### src/rtl/param_clock_divider.sv
// Programmable clock divider and tick generator.
// Produces a registered divided square wave (low phase first, then high phase)
// and a one-cycle tick after every period wrap. A new period/high pair is
// accepted through a valid/ready handshake. It becomes active only at a period
// boundary, or immediately while the divider is frozen, so the output never
// glitches.
module param_clock_divider #(
    parameter int unsigned      CNT_W          = 32,
    parameter logic [CNT_W-1:0] DEFAULT_PERIOD = CNT_W'(100_000_000),
    parameter logic [CNT_W-1:0] DEFAULT_HIGH   = CNT_W'(50_000_000)
) (
    input  logic             clk_in,
    input  logic             rst_n,
    input  logic             en_in,
    input  logic             cfg_valid_in,
    output logic             cfg_ready_out,
    input  logic [CNT_W-1:0] cfg_period_in,
    input  logic [CNT_W-1:0] cfg_high_in,
    output logic             cfg_err_out,
    output logic             divided_clk_out,
    output logic             tick_out
);

    localparam logic [CNT_W-1:0] ONE = CNT_W'(1);
    localparam logic [CNT_W-1:0] TWO = CNT_W'(2);

    // Period counter and the configuration currently shaping the waveform
    logic [CNT_W-1:0] count_q,         count_d;
    logic [CNT_W-1:0] active_period_q, active_period_d;
    logic [CNT_W-1:0] active_high_q,   active_high_d;

    // Accepted configuration waiting for the next period boundary
    logic             pend_valid_q,    pend_valid_d;
    logic [CNT_W-1:0] pend_period_q,   pend_period_d;
    logic [CNT_W-1:0] pend_high_q,     pend_high_d;

    // Registered outputs
    logic             div_q,           div_d;
    logic             tick_q,          tick_d;
    logic             err_q,           err_d;
    logic             ready_q,         ready_d;

    // Handshake and boundary qualifiers
    logic             xfer_c;
    logic             cfg_ok_c;
    logic             last_c;
    logic [CNT_W-1:0] thr_d;

    // Classify the offered configuration and detect the last count of a period
    always_comb begin
        xfer_c   = cfg_valid_in && ready_q;
        // high < period is high <= period-1 without the subtraction
        cfg_ok_c = (cfg_period_in >= TWO) &&
                   (cfg_high_in != '0) &&
                   (cfg_high_in < cfg_period_in);
        last_c   = (count_q == (active_period_q - ONE));
    end

    // Next-state logic: count, apply pending config, accept/reject offers
    always_comb begin
        count_d         = count_q;
        active_period_d = active_period_q;
        active_high_d   = active_high_q;
        pend_valid_d    = pend_valid_q;
        pend_period_d   = pend_period_q;
        pend_high_d     = pend_high_q;
        tick_d          = 1'b0;
        err_d           = 1'b0;

        if (en_in) begin
            if (last_c) begin
                // Wrap edge: the new period starts at 0 with any pending config
                count_d = '0;
                tick_d  = 1'b1;
                if (pend_valid_q) begin
                    active_period_d = pend_period_q;
                    active_high_d   = pend_high_q;
                    pend_valid_d    = 1'b0;
                end
            end else begin
                count_d = count_q + ONE;
            end
        end else if (pend_valid_q) begin
            // Frozen divider: apply at once, restart in the low phase, no tick
            count_d         = '0;
            active_period_d = pend_period_q;
            active_high_d   = pend_high_q;
            pend_valid_d    = 1'b0;
        end

        // Offers are only seen while nothing is pending, so this never
        // collides with the apply path above
        if (xfer_c) begin
            if (cfg_ok_c) begin
                pend_valid_d  = 1'b1;
                pend_period_d = cfg_period_in;
                pend_high_d   = cfg_high_in;
            end else begin
                err_d = 1'b1;
            end
        end

        // Threshold from validated values: period > high, so no underflow.
        // A frozen divider with nothing pending keeps its state, so this
        // also reproduces the held output level.
        thr_d   = active_period_d - active_high_d;
        div_d   = (count_d >= thr_d);
        ready_d = !pend_valid_d;
    end

    // State and output registers with synchronous active-low reset
    always_ff @(posedge clk_in) begin
        if (!rst_n) begin
            count_q         <= '0;
            active_period_q <= DEFAULT_PERIOD;
            active_high_q   <= DEFAULT_HIGH;
            pend_valid_q    <= 1'b0;
            pend_period_q   <= '0;
            pend_high_q     <= '0;
            div_q           <= 1'b0;
            tick_q          <= 1'b0;
            err_q           <= 1'b0;
            ready_q         <= 1'b1;
        end else begin
            count_q         <= count_d;
            active_period_q <= active_period_d;
            active_high_q   <= active_high_d;
            pend_valid_q    <= pend_valid_d;
            pend_period_q   <= pend_period_d;
            pend_high_q     <= pend_high_d;
            div_q           <= div_d;
            tick_q          <= tick_d;
            err_q           <= err_d;
            ready_q         <= ready_d;
        end
    end

    assign divided_clk_out = div_q;
    assign tick_out        = tick_q;
    assign cfg_err_out     = err_q;
    assign cfg_ready_out   = ready_q;

endmodule

### config.mk
export PLATFORM = sky130hd
export DESIGN_NAME = param_clock_divider
export DESIGN_NICKNAME = d
export VERILOG_FILES = /design/src/rtl/param_clock_divider.sv
export SDC_FILE = /design/constraint.sdc
export NUM_CORES = 1
export LEC_CHECK = 0
export BUFFER_PORTS_ARGS = -buffer_cell sky130_fd_sc_hd__buf_2
export CORE_MARGIN = 1
export CORE_UTILIZATION = 29
export CTS_CLUSTER_SIZE = 24
export DETAILED_ROUTE_END_ITERATION = 12
export REMOVE_ABC_BUFFERS = 1
export SLEW_MARGIN = 0
export SYNTH_ARGS = -nofsm -noshare
export SYNTH_HDL_FRONTEND = slang
export SYNTH_SLANG_ARGS = --single-unit
### constraint.sdc
create_clock -name clk_in -period 15.55 [get_ports clk_in]
set_input_delay 1.555 -clock clk_in [delete_from_list [all_inputs] [get_ports clk_in]]
set_output_delay 1.555 -clock clk_in [all_outputs]
set_load 0.03 [all_outputs]
Word-level counts from Yosys, hierarchy flattened. Index checks and enable logic that the tools add are counted. Widths: inputs -> output; s select.

Equality and inequality tests: 1. Shift operators: 0. Bitwise logic cells: 0. Muxes and demuxes: 15. Multipliers: 0. $add $sub $neg: 3. Order comparisons: 3. Div/mod/pow operators: 0. Reduce and logical (&&, ||, !) cells: 8.

Operators with widths (count): $mux 32 (9); $add 32x1->32 const B (1); $eq 32x32->1 (1); $ge 32x2->1 const B (1); $ge 32x32->1 (1); $lt 32x32->1 (1); $reduce_bool 32->1 (1); $sub 32x1->32 const B (1); $sub 32x32->32 (1); $mux 1 (6); $reduce_and 2->1 (3); $logic_and 1x1->1 (3); $logic_not 1->1 (1).

Input bits: 68. Latch bits: 0. Output and inout bits: 4. Memories kept: 0. Word-level logic and storage cells: 40. Memory bits (writable): 0. ROM bits: 0. Register bits: 165.

Logic depth before layout (Yosys ltp). Gate-level depths: netlist (run 1).

Depth after elaboration: 7. Gate-level depth with buffers: 34. Depth with buffers taken out: 31.

Worst setup path after synthesis (run 1). OpenSTA, ideal clock, no wires.

Path type: register -> register. Start: register active_period_q[0]. End: register div_q, in the netlist divided_clk_out. Data required time: 15.471 ns. Buffers on the path: 4. Clock period less this slack: 7.190 ns. Stages on the path, launching flop included: 33. Arrival time: 7.111 ns. Slack: 8.360 ns. Library setup time: 0.079 ns. Path through: dfxtp_1 > inv_1 > ha_1 > or4b_2 > or4_4 > buf_6 > or4_1 > nand2_1 > nand4_1 > nor4_2 > a21oi_2 > buf_6 > buf_6 > buf_6 > mux2i_1 > ha_1 > fa_1 > nor2b_1 > o31a_1 > o311a_1 > o311ai_0 > o21ai_0 > a2111oi_0 > o21bai_1 > a21oi_1 > xor2_1 > ha_1 > nand4_1 > nor2_1 > nand2_1 > nor4_1 > nand2_1 > o211ai_1.

Cells in the longest elaborated chain, start to end: 6. Elaborated cells on any way between the ends: 11. Those cells by class: add/sub: 2; order compare: 1; eq/ne: 1; mux: 7.

Ends and longest elaborated chain: start, declared (line 29) `logic [CNT_W-1:0] active_period_q, active_period_d;`; start signal, assigned (line 126) `active_period_q <= active_period_d;`; $sub 32x1->32 (line 56) `last_c = (count_q == (active_period_q - ONE));`; $eq 32x32->1 (line 56); $mux 32 (line 71) `if (last_c) begin`; $mux 32 (line 70) `if (en_in) begin`; $sub 32x32->32 (line 106) `thr_d = active_period_d - active_high_d;`; $ge 32x32->1 * (line 107) `div_d = (count_d >= thr_d);`; end signal, assigned (line 131) `div_q <= div_d;`; end, declared (line 38) `logic div_q, div_d;`.

Every way passes the cells marked *; elsewhere a longest branch is shown, timed or not. A chain may end at the register's enable or synchronous reset.

Worst setup path in the final report (run 1).
Start: register active_period_q[5]. End: register div_q, in the netlist divided_clk_out.

Cells in the longest elaborated chain, start to end: 6. Elaborated cells on any way between the ends: 11. Those cells by class: add/sub: 2; order compare: 1; eq/ne: 1; mux: 7.

Ends and longest elaborated chain (line): $sub 32x1->32 (56); $eq 32x32->1 (56); $mux 32 (71); $mux 32 (70); named net active_period_d[2] (29); $sub 32x32->32 (106); $ge 32x32->1 (107).

The timed path passes the listed nets, and every way through them passes these cells.

==> flow_summary.ini, run 1 <==
[floorplanning]
die_y_um = 202
fp-row-count = 72
die_w_um = 202
start_util_pct = 29.7
io-pin-count = 72
die_area_sq_um = 40800
core_area_sq_um = 39100

[finish]
num_antenna_cells = 0
final_cell_area_sq_um = 13000
final_cells = 1967
areaGrowthSynthToFinish_pct = 11.7
drive_above_1_share_pct = 9.94
nNetsFinal = 1601

[sta]
slew_viol_final = 0
timing.final.ws_setup_ns = 6.36
fmax_mhz = 109
min_period_ns = 9.19
rsz0062_at_grt = no
period_share_pct = 59.1
hold_viol = 0
setup_tns_ns = 0
maxSlewHeadroom_pct = 8.57
tightest_slew_ns = 1.34
setup_viol = 0
clock_skew_ns = 0.0132

[placed_design]
place.gp.congestion = 0.851
hpwl_mm = 24.5
io_buffers = 71
dpl.cell_count = 1935
dpl-instance-area_sq_um = 12300
place_ws_ns = 6.35

[global_route]
antenna_found_initial = 1
grt_start_max_net_pins = 107
overflow = 0
busiest_layer = met2
grt_pass1_wl_mm = 51.1
grt_pass1_vias = 9548
use_met3_pct = 2.26
grt_util_met2_pct = 25.5
grt_util_met1_pct = 21.5
track_usage_pct = 15.8

[route]
drtIter0Drc = 618
avgViaCountPerCell = 5.09
wl_per_cell_um = 16.2
drc = 0
antenna_left = 0
routed_wl_mm = 31.9
firstDrtPassIters = 5
vias = 10000

[logic_synthesis]
syn-cell-area_sq_um = 11600
avgSynthCellArea_sq_um = 8.16
yosysTopAreaCell = dfxtp_1
yosys-top-cells-area = dfxtp_1 28%, ha_1 10%, mux2i_1 10%, nand2_1 7.2%, xnor2_1 2.7%
synth-async-reset-ratio_pct = 0
synth_edf_count = 0
ys_types = 69
synthFlopType = dfxtp_1
synth_commonest_cells = 222 x nand2_1, 165 x dfxtp_1, 117 x mux2i_1, 96 x ha_1, 69 x nor2_1
synth_most_common_cell = nand2_1
syn_inst = 1422
yosysWarnings = 0
ys_ff_latch = 165
synth.top_cell.area_share_pct = 28.5
yosysSeqAreaShare_pct = 28.5

[cts]
clkSinkCount = 165
cts_buffers = 17
clk_latency_ns = 0.44
postCtsHoldBufs = 0
cts.clk_slew.worst_paths_ns = 0.08
postCtsSetupBuffers = 0
root_buffer = clkbuf_16
tritoncts = built
cts.path.max_buffers = 2
cts_resized = 0
cts_max_level = 4

[outcome]
status = completed

[critical_path]
startpoint_type = flop
cp_max_fo = 42
worstPathRequired_ns = 15.92
endpoint_kind = flop
path_class = reg2reg
arrival_ns = 9.56

[flow_run]
maxCapViolCount = 0

[pwr]
leakage_nw = 5.58
cellPowerDensity_nw_per_um2 = 101
ir_worst_vdd_mv = 0.0633

[worst_hold_path]
hold_path_class = reg2reg
layer usage:
metal,vias up,routed length [um]
met5,-,0
met4,0,709
met3,31,920
met2,182,14500
met1,4717,15800
li1,5089,-
cells in the final DEF, fill, tap and decap left out, drive strengths merged, types with 5 or more instances in the layout:
cell type | synthesis | final
a21o | 25 | 25
o21ai | 60 | 60
nand4b | 13 | 13
nor3 | 28 | 28
a31oi | 9 | 9
xnor2 | 36 | 36
o31a | 5 | 5
nand3 | 36 | 36
or2 | 23 | 23
or3 | 6 | 6
inv | 62 | 68
nor2 | 69 | 69
nand3b | 7 | 7
nor4 | 34 | 34
mux2i | 117 | 117
o211ai | 7 | 7
and2 | 25 | 25
a21oi | 62 | 62
o21a | 12 | 12
buf | 26 | 78
nor2b | 12 | 12
or4 | 7 | 7
o31ai | 5 | 5
and3 | 17 | 17
o21bai | 5 | 5
a211oi | 12 | 12
nor3b | 8 | 8
ha | 96 | 96
dfxtp | 165 | 165
nand2 | 222 | 222
xor2 | 31 | 31
nand2b | 13 | 13
nand4 | 32 | 32
mux2 | 31 | 31
clkbuf | 57 | 18
per-stage QoR:
stage	utilization, %	power [W]	hold slack [ns]
3_3_place_gp	31.5	0.000851	0.445
3_5_place_dp	31.5	0.000859	0.447
6_report	33.2	0.00131	0.459
4_1_cts	33.2	0.00132	0.461
5_1_grt	33.2	0.00138	0.479
2_1_floorplan	-	0.000754	0.431
flip-flops by register name, summed over array words and instances (netlist names):
register and cells:
pend_high_q 32, tick_out 1, pend_period_q 32, cfg_ready_out 1, pend_valid_q 1, active_period_q 32
count_q 32, divided_clk_out 1, active_high_q 32, cfg_err_out 1
final timing paths:
path	from	end	slack (ns)	depth (start not counted)
max	active_period_q[5]	divided_clk_out	6.36	26
min	pend_high_q[3]	pend_high_q[3]	0.46	2
max reg2reg	active_period_q[5]	divided_clk_out	6.36	26
min reg2reg	pend_high_q[3]	pend_high_q[3]	0.46	2
worst max-delay path: stages, from the launching register on:
cell	delay [ns]
dfxtp_1	0.38
or4_1	0.68
or4_1	0.74
or3_1	0.41
and3b_1	0.18
o211ai_1	0.20
a211oi_1	0.16
a21oi_4	0.80
buf_4	0.70
mux2_4	0.36
ha_1	0.33
nor2b_1	0.16
o31a_1	0.29
o311a_1	0.33
o311ai_0	0.72
o21ai_0	0.41
a2111oi_0	0.62
o21bai_1	0.15
a21oi_1	0.19
xor2_1	0.10
ha_1	0.30
nand4_1	0.12
nor2_1	0.16
nand2_1	0.06
nor4_1	0.30
nand2_1	0.09
o211ai_1	0.15
final cells by class:
| class | count | area, sq um |
|---|---|---|
| Clock inverter | 14 | 191 |
| Sequential cell | 165 | 3300 |
| Timing Repair Buffer | 78 | 414 |
| Clock buffer | 18 | 439 |
| Tap cell | 518 | 648 |
| Multi-Input combinational cell | 1111 | 7730 |
| Fill cell | 4132 | 26100 |
| Inverter | 63 | 236 |
power breakdown:
group / internal [W] / total (W) / switching [W]
Combinational: 0.000155 / 0.000375 / 0.000220
Clock: 0.000263 / 0.000458 / 0.000195
Sequential: 0.000454 / 0.000479 / 0.0000250
Total: 0.000871 / 0.00131 / 0.000440
kinds of logic (layout without fill, tap and decap cells):
kind of cell             after synthesis  in the layout  share of synthesized area (%)
XOR/XNOR                              67             67                           5.05
adder cells (fa/ha/maj)               97             97                           10.5
buffers and inverters                146            173                           5.26
AND/OR/NAND/NOR                      561            561                           24.1
multiplexers                         148            148                           13.5
flip-flops                           165            165                           28.5
AO/OA/AOI/OAI                        238            238                           13.1
No activity file was read; power rests on OpenSTA's default activity.
==> inputs of run 2 (changes only) <==
--- a/config.mk
+++ b/config.mk
@@ -5,6 +5,7 @@
 export SDC_FILE = /design/constraint.sdc
 export NUM_CORES = 1
 export LEC_CHECK = 0
+export ABC_AREA = 1
 export BUFFER_PORTS_ARGS = -buffer_cell sky130_fd_sc_hd__buf_2
 export CORE_MARGIN = 1
 export CORE_UTILIZATION = 29
==> constraint.sdc (replaced) <==
create_clock -name clk_in -period 8.5 [get_ports clk_in]
set_input_delay 0.85 -clock clk_in [delete_from_list [all_inputs] [get_ports clk_in]]
set_output_delay 0.85 -clock clk_in [all_outputs]
set_load 0.03 [all_outputs]
==> run 2 against run 1 <==
Synthesized cell count up 28%. Clock skew down 0.0034 ns. Die area up 3.2%. Synthesized area up 3.2%. Register-to-register slack worse by 5.0 ns. Non-clock buffer count up 1. Power up 65%. Clock power up 73%. Via count up 11%. Worst hold slack worse by 0.0063 ns. Critical endpoint unchanged. Worst setup slack worse by 5.0 ns.
==> flow_summary.ini, run 2 <==
[outcome]
status = completed

[sta]
slew_viol_final = 0
setup_viol = 0
min_period_ns = 7.15
maxSlewHeadroom_pct = 38.0
setup_tns_ns = 0
period_share_pct = 84.1
hold_viol = 0
rsz0062_at_grt = no
timing.final.ws_setup_ns = 1.35
fmax_mhz = 140
clock_skew_ns = 0.00982
tightest_slew_ns = 0.931

[route]
antenna_left = 0
avgViaCountPerCell = 4.63
vias = 11200
drc = 0
routed_wl_mm = 33.0
wl_per_cell_um = 13.7
drtIter0Drc = 760
firstDrtPassIters = 5

[finish]
nFillCells = 4444
nNetsFinal = 2032
final_cells = 2411
areaGrowthSynthToFinish_pct = 11.7
drive_above_1_share_pct = 11.4
final_common_cell = nand2_1
final_cell_area_sq_um = 13400
most-common-layout-cells = 478 x nand2_1, 263 x nor2_1, 220 x inv_1
num_antenna_cells = 0

[worst_hold_path]
hold_depth = 2
hold_start = active_high_q[19]
hold_path_class = reg2reg
hold_end = active_high_q[19]

[pwr]
cellPowerDensity_nw_per_um2 = 162
leakage_nw = 6.37
ir_worst_vdd_mv = 0.148

[logic_synthesis]
synth-async-reset-ratio_pct = 0
synth.top_cell.area_share_pct = 27.6
ys_ff_latch = 165
yosys-top-cells-area = dfxtp_1 28%, nand2_1 15%, ha_1 10%, nor2_1 8.2%, inv_1 6.9%
synth_commonest_cells = 478 x nand2_1, 263 x nor2_1, 221 x inv_1, 165 x dfxtp_1, 96 x ha_1
syn-cell-area_sq_um = 12000
synthFlopType = dfxtp_1
ys_types = 48
yosysSeqAreaShare_pct = 27.6
syn_inst = 1827
yosysWarnings = 0
synth_most_common_cell = nand2_1
avgSynthCellArea_sq_um = 6.56
yosysTopAreaCell = dfxtp_1
synth_edf_count = 0

[cts]
clk_latency_ns = 0.45
postCtsHoldBufs = 0
cts.clk_slew.worst_paths_ns = 0.07
root_buffer = clkbuf_16
cts_max_level = 4
clkSinkCount = 165
cts_resized = 0
tritoncts = built
cts.path.max_buffers = 2
postCtsSetupBuffers = 0
cts_buffers = 17

[critical_path]
crit_top_cell = nand2_1
crit_path_max_incr_delay_ns = 0.47
startpoint_type = flop
cp_max_fo = 85
rr_worst_depth = 39
critPathSlowestCell = nor2_2
r2r_slack_ns = 1.35
rr_endpoint = divided_clk_out
path_class = reg2reg
endpoint_kind = flop
worstPathRequired_ns = 8.90
rr_startpoint = active_period_q[2]
arrival_ns = 7.54
setup.worst_path.start = active_period_q[2]

[placed_design]
dpl-instance-area_sq_um = 12800
hpwl_mm = 26.2
place_ws_ns = 1.37
place.gp.congestion = 0.850
io_buffers = 71
dpl.cell_count = 2380

[floorplanning]
die_y_um = 205
die_w_um = 205
start_util_pct = 29.3
die_area_sq_um = 42100
io-pin-count = 72
fp-row-count = 74
core_area_sq_um = 40800

[flow_run]
maxCapViolCount = 0

[global_route]
overflow = 0
antenna_found_initial = 0
grt_start_max_net_pins = 97
track_usage_pct = 16.2
grt_pass1_vias = 10500
grt_pass1_wl_mm = 54.0
-- run 2: cell count changes after synthesis, sizes merged, moves of 14 or more --
cell	previous run	this run
and3	17	0
inv	62	225
nor2	69	313
o21ai	60	74
mux2i	117	0
nor4	34	16
a21oi	62	119
a21o	25	1
clkbuf	57	38
nand2	222	484
mux2	31	0
nand3	36	57
-- run 2: per-layer routing --
metal / GRT usage (%) / vias up / share of wire (%)
met4: 5.66 / 0 / 2.2
met5: 0 / - / 0
met3: 2.07 / 40 / 2.6
met2: 26.7 / 178 / 46
li1: - / 5926 / -
met1: 21.6 / 5012 / 49
-- run 2: cell families after synthesis --
logic type	synth area share [%]
simple gates	35.9
flops	27.6
xor+xnor	5.23
buf+inv	9.44
compound gates	11.7
fa+ha+maj	10.2
-- run 2: how the worst max path moves through the flow --
stage                      endpoint  slack, ns  depth (start not counted)
global placement    divided_clk_out       1.45                         37
CTS                 divided_clk_out       1.33                         36
floorplan           divided_clk_out       2.29                         38
global route        divided_clk_out       0.38                         36
finish              divided_clk_out       1.35                         39
detailed placement  divided_clk_out       1.37                         36
-- run 2: critical path: cells and delay by family, from the launching register on --
family                     cells  cell delay (ns)
and+or+nand+nor               28             4.22
AOI/OAI and AO/OA              5             1.24
adders and majority gates      3             0.93
DFF                            1             0.35
buffers and inverters          2             0.12
xor gates and xnor gates       1             0.09
-- run 2: cell type report --
class                           instances  area, sq um  share of cell area (%)
Clock buffer                           21          480                    3.59
Clock inverter                         10          121                   0.906
Inverter                              225          845                    6.31
Multi-Input combinational cell       1379         7560                    56.5
Sequential cell                       165         3300                    24.7
Tap cell                              532          666                    4.97
Timing Repair Buffer                   79          415                    3.10
-- run 2: per-stage QoR --
stage	total power, W	hold slack, ns	utilization, %
after floorplan	0.00124	0.423	-
after global placement	0.00138	0.437	31.3
after detailed placement	0.00139	0.443	31.3
after CTS	0.00219	0.459	32.8
after global routing	0.00230	0.479	32.8
final	0.00216	0.453	32.8
-- run 2: power by group --
| group | leakage, nW | internal (W) | switching (W) |
|---|---|---|---|
| Sequential | 1.35 | 0.000817 | 0.0000224 |
| Clock | 0.284 | 0.000463 | 0.000329 |
| Combinational | 4.73 | 0.000185 | 0.000347 |
| Total | 6.37 | 0.00147 | 0.000698 |
==> inputs of run 3 (changes only) <==
==> constraint.sdc (replaced) <==
create_clock -name clk_in -period 6.6 [get_ports clk_in]
set_input_delay 0.66 -clock clk_in [delete_from_list [all_inputs] [get_ports clk_in]]
set_output_delay 0.66 -clock clk_in [all_outputs]
set_load 0.03 [all_outputs]
==> run 3 against run 2 <==
The flow now finishes with violations (design-rule violations). Critical path depth decreased by 2. Clock skew decreased by 0.0028 ns. Register-to-register slack got worse by 0.84 ns. Clock power increased by 31%. Die area unchanged. Combinational power increased by 33%. Power increased by 31%. Worst setup slack got worse by 0.84 ns. Count of clock-buffer cells in the layout unchanged. First-iteration DRC count decreased by 14%. Final cell count increased by 0.71%. Sequential share of layout area decreased by 0.37 points. Largest cell class unchanged.
==> flow_summary.ini, run 3 (synthesis gave the netlist of run 2 again) <==
[pwr]
p_comb_share_pct = 25.0
ir_worst_vdd_mv = 0.192
clockPowerShare_pct = 36.8
p_sw_share_pct = 31.8
p_seq_share_pct = 38.2
p_int_w = 0.00193
power_w = 0.00283
switching_power_w = 0.000899
cellPowerDensity_nw_per_um2 = 208
leakage_nw = 6.47

[finish]
final_cell_area_sq_um = 13600
num_antenna_cells = 0
areaGrowthSynthToFinish_pct = 13.4
final_common_cell = nand2_1
nNetsFinal = 2048
drive_above_1_share_pct = 12.4
final_cells = 2428
nFillCells = 4455
most-common-layout-cells = 477 x nand2_1, 262 x nor2_1, 220 x inv_1

[sta]
maxSlewHeadroom_pct = 41.7
setup_viol = 0
min_period_ns = 6.09
period_share_pct = 92.2
slew_viol_final = 0
fmax_mhz = 164
hold_viol = 0
tightest_slew_ns = 0.874
rsz0062_at_grt = no
setup_tns_ns = 0
clock_skew_ns = 0.00704

[flow_run]
maxCapViolCount = 0

[cts]
cts.clk_slew.worst_paths_ns = 0.06
clkSinkCount = 165
cts.path.max_buffers = 2
cts_max_level = 4
cts_buffers = 17
tritoncts = built
clk_latency_ns = 0.45
root_buffer = clkbuf_16

[critical_path]
worstPathRequired_ns = 6.99
arrival_ns = 6.48
startpoint_type = flop
critPathSlowestCell = ha_1
path_class = reg2reg
cp_max_fo = 65
crit_path_max_incr_delay_ns = 0.40
crit_top_cell = nand2_1
endpoint_kind = flop

[global_route]
grt_pass1_wl_mm = 53.9
track_usage_pct = 16.2
overflow = 0
grt_pass1_vias = 10700
grt_start_max_net_pins = 130
antenna_found_initial = 0

[route]
routed_wl_mm = 33.2
drc = 1
antenna_left = 0
wl_per_cell_um = 13.7
firstDrtPassIters = 9
avgViaCountPerCell = 4.64
vias = 11300
drtIter0Drc = 653

[placed_design]
dpl-instance-area_sq_um = 12900
io_buffers = 71
hpwl_mm = 26.2
place.gp.congestion = 0.917
dpl.cell_count = 2393

[floorplanning]
die_area_sq_um = 42100
start_util_pct = 29.3
io-pin-count = 72
die_w_um = 205
fp-row-count = 74
core_area_sq_um = 40800
die_y_um = 205

[outcome]
violations = design-rule violations
status = finished, violations left

[worst_hold_path]
hold_path_class = reg2reg
-- run 3: final cells by class --
class	instances	area (sq um)	share of cell area [%]
multi-input combinational	1381	7600	55.9
sequential	165	3300	24.3
inverter	225	845	6.21
tap	532	666	4.90
timing repair buffer	93	558	4.11
clock buffer	21	470	3.46
clock inverter	11	149	1.10
-- run 3: through the flow --
step	worst slack [ns]	hold slack (ns)	util, %
final	0.513	0.451	33.3
after global routing	0.00526	0.455	33.3
after CTS	0.0251	0.432	33.2
after detailed placement	0.0491	0.440	31.6
after global placement	0.195	0.437	31.6
after floorplan	0.388	0.423	-
-- run 3: worst paths after layout --
check	from	endpoint	slack [ns]	depth (start not counted)
setup / recovery	active_period_q[2]	divided_clk_out	0.51	37
setup reg to reg	active_period_q[2]	divided_clk_out	0.51	37
hold reg to reg	active_high_q[14]	active_high_q[14]	0.45	2
hold / removal	active_high_q[14]	active_high_q[14]	0.45	2
-- run 3: power groups by stage --
stage	clock, W	combinational (W)	sequential, W
6_report	0.00104	0.000707	0.00108
5_1_grt	0.00111	0.000809	0.00109
4_1_cts	0.00107	0.000701	0.00108
3_5_place_dp	0	0.000696	0.00110
3_3_place_gp	0	0.000688	0.00110
2_1_floorplan	0	0.000504	0.00109
-- run 3: layer usage --
metal	share of wire (%)	wire length [um]	track usage, %
met1	47	15500	21.3
met3	3.7	1220	1.62
met2	47	15400	26.9
met5	0	0	0
met4	3.2	1070	7.09
-- run 3: timing repair --
action / CTS / global route
gates resized for setup: 0 / 12
setup endpoints to repair: 0 / 1
setup buffers: 0 / 1
hold buffers: 0 / 0
-- run 3: critical path, delay by kind of cell (launching register included) --
kind,cells,cell delay (ns)
simple gates,24,3.13
compound gates,6,1.04
buf+inv,5,0.70
fa+ha+maj,2,0.70
flops,1,0.36
